===== config.mk =====
export PLATFORM = sky130hd
export DESIGN_NAME = regfile_wb_scheduler
export DESIGN_NICKNAME = d
export VERILOG_FILES = /design/src/rtl/regfile_wb_scheduler.sv
export SDC_FILE = /design/constraint.sdc
export NUM_CORES = 1
export LEC_CHECK = 0
export CAP_MARGIN = 40
export CORE_UTILIZATION = 35
export DETAILED_ROUTE_END_ITERATION = 7
export PLACE_DENSITY = 0.82
export SLEW_MARGIN = 30
export SYNTH_ARGS = -nofsm -noshare
export SYNTH_HDL_FRONTEND = slang
export SYNTH_SLANG_ARGS = --single-unit

===== constraint.sdc =====
create_clock -name clk -period 3.6 [get_ports clk]
set_input_delay 0.72 -clock clk [delete_from_list [all_inputs] [get_ports clk]]
set_output_delay 0.72 -clock clk [all_outputs]
set_load 0.005 [all_outputs]

===== src/rtl/regfile_wb_scheduler.sv =====
// Register-file write-port scheduler: arbitrates the single write port between pipeline
// writeback and a long-latency unit, tracks LLU destinations and raises the ID issue stall.
module regfile_wb_scheduler #(
  parameter int unsigned DATA_W   = 64,
  parameter int unsigned MAX_WAIT = 4
) (
  input  logic              clk,
  input  logic              rst_n,
  // ID-stage issue
  input  logic              issue_valid,
  input  logic              issue_llu,
  input  logic [4:0]        issue_rs1,
  input  logic [4:0]        issue_rs2,
  input  logic [4:0]        issue_rd,
  output logic              issue_stall,
  // Pipeline writeback
  input  logic              pipe_wb_en,
  input  logic [4:0]        pipe_rd,
  input  logic [DATA_W-1:0] pipe_wdata,
  // Long-latency unit result
  input  logic              llu_valid,
  input  logic [4:0]        llu_rd,
  input  logic [DATA_W-1:0] llu_wdata,
  output logic              llu_ready,
  output logic              pipe_hold,
  // Register-file write port
  output logic              rf_we,
  output logic [4:0]        rf_waddr,
  output logic [DATA_W-1:0] rf_wdata,
  // Status
  output logic [31:0]       busy_vec,
  output logic              wb_conflict
);

  localparam int unsigned CntW = $clog2(MAX_WAIT) + 1;
  localparam logic [CntW-1:0] CntLast = CntW'(MAX_WAIT - 1);
  localparam logic [CntW-1:0] CntMax  = {CntW{1'b1}};

  typedef enum logic [1:0] {StIdle, StWait, StForce} state_e;

  state_e            state_q, state_d;
  logic [CntW-1:0]   cnt_q, cnt_d;
  logic [31:0]       busy_q, busy_d;
  logic              conflict_q, conflict_d;
  logic              llu_grant;
  logic              issue_set;

  // Stall on registered busy only; x0 never becomes busy, so no special case is needed here.
  assign issue_stall = issue_valid &
                       (busy_q[issue_rs1] | busy_q[issue_rs2] | busy_q[issue_rd]);

  // The pipe always wins the port, including in FORCE when it violates the hold.
  assign llu_ready = rst_n & ~pipe_wb_en;
  assign llu_grant = llu_valid & llu_ready;
  assign pipe_hold = (state_q == StForce);

  assign issue_set = issue_valid & issue_llu & ~issue_stall & (issue_rd != 5'd0);

  // Scoreboard next state: apply clear first so a same-edge set wins.
  always_comb begin
    busy_d = busy_q;
    if (llu_grant) begin
      busy_d[llu_rd] = 1'b0;
    end
    if (issue_set) begin
      busy_d[issue_rd] = 1'b1;
    end
    busy_d[0] = 1'b0;
  end

  // Arbiter next state.
  always_comb begin
    state_d    = state_q;
    cnt_d      = cnt_q;
    conflict_d = conflict_q;
    unique case (state_q)
      StIdle: begin
        if (llu_valid && pipe_wb_en) begin
          state_d = StWait;
          cnt_d   = CntW'(1);
        end
      end
      StWait: begin
        if (!llu_valid || !pipe_wb_en) begin
          // Granted, or the result was withdrawn.
          state_d = StIdle;
          cnt_d   = '0;
        end else if (cnt_q == CntLast) begin
          state_d = StForce;
        end else if (cnt_q != CntMax) begin
          cnt_d = cnt_q + CntW'(1);
        end
      end
      StForce: begin
        if (pipe_wb_en) begin
          conflict_d = 1'b1;
        end
        if (pipe_wb_en && llu_valid) begin
          state_d = StForce;
        end else begin
          state_d = StIdle;
          cnt_d   = '0;
        end
      end
      default: begin
        state_d = StIdle;
        cnt_d   = '0;
      end
    endcase
  end

  always_ff @(posedge clk or negedge rst_n) begin
    if (!rst_n) begin
      state_q    <= StIdle;
      cnt_q      <= '0;
      busy_q     <= '0;
      conflict_q <= 1'b0;
    end else begin
      state_q    <= state_d;
      cnt_q      <= cnt_d;
      busy_q     <= busy_d;
      conflict_q <= conflict_d;
    end
  end

  // Write-port mux: pipe has priority, then a granted LLU result.
  always_comb begin
    rf_we    = 1'b0;
    rf_waddr = 5'd0;
    rf_wdata = '0;
    if (rst_n && pipe_wb_en) begin
      rf_we    = (pipe_rd != 5'd0);
      rf_waddr = pipe_rd;
      rf_wdata = pipe_wdata;
    end else if (llu_grant) begin
      rf_we    = (llu_rd != 5'd0);
      rf_waddr = llu_rd;
      rf_wdata = llu_wdata;
    end
  end

  assign busy_vec    = busy_q;
  assign wb_conflict = conflict_q;

endmodule

==> impl_metrics.csv <==
group,metric,value,unit
layout,fin_cells,818,
critical_path,worst-path-stages,7,
floorplanning,core-area,0.00982,mm^2
yosys,synth_edf_count,0,
global_route,grt_overflow,0,
sta,setup_slack,0.0293,ns
global_route,grt_antenna_before_repair,0,
yosys,postSynth.asyncResetShare,100,%
yosys,ys_types,54,
sta,period_share,99.2,%
layout,fill_cells,833,
floorplanning,io_pins,265,
critical_path,startpoint_type,"input pin",
sta,worstMarginPinSlew,0.628,ns
global_route,grt_max_degree,32,
sta,hold_violations,0,
route,drt-total-wl,18700,um
critical_path,crit_path_frequent_cell,"buf_4",
critical_path,crit_path_max_fanout,5,
job,cap_violations,0,
sta,rsz0062_at_grt,"no",
critical_path,critPathTopFamily,"buffers and inverters",
clock_network,htreeDepth,2,
layout,drive_gt1_share,12.4,%
route,vias_per_cell,5.94,
yosys,ys_warn_count,0,
layout,multiInputGateArea,0.00243,mm^2
route,drc,0,
critical_path,path_cells,"clkdlybuf4s50_1 -> buf_4 -> buf_4 -> o311a_1 -> or4_4 -> o21a_1 -> dlygate4sd2_1",
route,detail-route-antenna-nets,0,
sta,relSlewSlack,58.0,%
sta,slew_viol_final,0,
clock_network,clock_path_buffers,2,
global_route,track_usage,34.3,%
placed_design,dp_slack,-0.365,ns
floorplanning,chipWidth,103,um
floorplanning,die_h,103,um
placed_design,dp.cells,808,
clock_network,cts_tree,"yes",
yosys,ys.flop_type,"dfrtp_1",
yosys,synth_area_per_cell,8.63,um^2
yosys,ys_ff_latch,37,
critical_path,critPathBufInv,4,
sta,finalSetupViolCount,0,
outcome,status,"finished clean",
clock_network,path_clk_slew,0.07,ns
critical_path,critPathKind,"in -> out",
sta,max_freq,0.280,GHz
floorplanning,start_util,36.3,%
clock_network,clock_latency,0.30,ns
route,num_vias,4858,
critical_path,reg2regPathDepth,7,
route,drt_first_pass_iters,5,
floorplanning,die_area,0.0106,mm^2
placed_design,place.gp.congestion,0.927,
clock_network,holdBufCountCts,0,
route,wl_per_cell,22.9,um
clock_network,cts_buffers,5,
critical_path,required,2.88,ns
placed_design,dp_hpwl,15300,um
sta,skew,0.00728,ns
global_route,first_global_vias,4613,
placed_design,portBuffers,263,
sta,holdWs,0.252,ns
pwr,vdd_drop_max,135,uV
clock_network,clock_sinks,37,
yosys,yosysTopAreaCellShare,26.0,%
layout,postLayoutCoreUtil,67.9,%
sta,fin_crit,3.57,ns
route,drtIter0Drc,380,
yosys,ys_seq_area_share,26.0,%
layout,insertedDiodeCount,0,
critical_path,critPathSlowestCell,"or4_4",
layout,seqCellArea,926,um^2
floorplanning,num_rows,36,
layout,syn_to_final_growth,87.0,%
yosys,yosys-top-cells-area,"dfrtp_1 (26%), a22o_1 (17%), o31ai_1 (5.7%)",
clock_network,cts_root_buf,"clkbuf_8",
critical_path,endpoint_kind,"output pin",
yosys,netlist_area,0.00356,mm^2
pwr,p_per_area,242,mW/mm^2
yosys,netlist_instances,413,
yosys,yosys.area.top_type,"dfrtp_1",
critical_path,slowest_delay,0.55,ns
layout,nNetsFinal,846,
pwr,p_leak,2.65,nW
hold_path,holdCritPathClass,"in -> async",
critical_path,worstPathArrival,2.85,ns
yosys,synth_nets,575,
global_route,grt_first_pass_wirelength,26400,um
state kept, by name, summed over array words and instances, names as in the netlist:
signal / flops
busy_vec: 31
cnt_q: 3
state_q: 2
wb_conflict: 1
synth_stat cells, drive strengths merged (2+ instances only):
cell and instances:
ha 3, nand2 26, a22oi 3, o22ai 2, nand3b 6, mux2 15
a31oi 4, nor4bb 2, or4 8, nor2 15, o21ai 43, o311a 2
dfrtp 37, buf 11, a22o 69, or2 2, mux2i 12, nand4 7
o31ai 27, mux4 9, nor4 2, inv 7, a311oi 2, clkbuf 34
or3 5, nor2b 12, nand3 21, a21oi 3, a32oi 2, nor3b 4
logic make-up (layout without fill, tap and decap cells):
logic type	Yosys count	in the layout	synth area share (%)
flops	37	37	26.0
mux	36	36	13.9
simple gates	117	117	18.0
compound gates	166	166	34.4
xor+xnor	1	1	0.246
buf+inv	52	324	6.25
other cells	1	1	0.105
fa+ha+maj	3	3	1.05
path summary, 6_finish.rpt:
check | from | slack [ns] | to
min reg2reg | wb_conflict | 0.47 | wb_conflict
max | issue_rs2[2] | 0.03 | issue_stall
min | rst_n | 0.25 | cnt_q[2]
max reg2reg | busy_vec[7] | 0.92 | busy_vec[14]
min in group clk | wb_conflict | 0.47 | wb_conflict
max in group asynchronous | rst_n | 2.68 | busy_vec[28]
metal layers:
layer  wire [um]  up-vias  track usage (%)  share of wire (%)
met4         545        0             11.1                2.9
met3        2100       43             11.3                 11
met1        6870     2323             41.9                 37
met5           0        -                0                  0
li1            -     2174                -                  -
met2        9180      318             57.2                 49
where the power goes:
part / total (mW) / switching (mW) / internal (mW)
clock: 0.291 / 0.157 / 0.134
combinational: 0.773 / 0.295 / 0.477
sequential: 0.548 / 0.0840 / 0.464
cell type report:
| class | count | share of cell area, % |
|---|---|---|
| Clock buffer | 6 | 1.09 |
| Clock inverter | 2 | 0.150 |
| Inverter | 7 | 0.394 |
| Multi-Input combinational cell | 324 | 36.5 |
| Sequential cell | 37 | 13.9 |
| Tap cell | 133 | 2.50 |
| Timing Repair Buffer | 309 | 45.5 |
per-stage QoR:
stage,setup TNS (ns),cell area (um^2),power (mW)
final,0,6670,1.61
after detailed placement,-0.371,6550,1.32
after floorplan,0,3560,0.798
after CTS,0,6640,1.60
after global routing,0,6670,1.68
after global placement,-0.387,6550,1.31
placed cells by master, fill, tap and decap left out, types with 4 or more instances in the layout:
cell type / Yosys / layout
a22o_1: 69 / 69
a31oi_1: 4 / 4
buf_12: 0 / 4
buf_4: 1 / 38
clkbuf_8: 0 / 5
clkdlybuf4s50_1: 0 / 255
dfrtp_1: 37 / 37
dlygate4sd2_1: 0 / 5
inv_1: 7 / 7
mux2_2: 15 / 15
mux2i_1: 12 / 12
mux4_2: 8 / 8
nand2_1: 26 / 26
nand3_1: 21 / 21
nand3b_1: 6 / 6
nand4_1: 7 / 7
nor2_1: 15 / 15
nor2b_1: 12 / 10
nor3b_1: 4 / 4
o21ai_0: 40 / 40
o31ai_1: 27 / 27
or3_1: 5 / 5
or4_1: 7 / 7
timing repair:
item | in CTS | in global routing
buffers inserted | 1 | 0
gates resized for setup | 9 | 5
setup endpoints to repair | 1 | 1
gates cloned | 0 | 1
No activity file was read; power rests on OpenSTA's default activity.
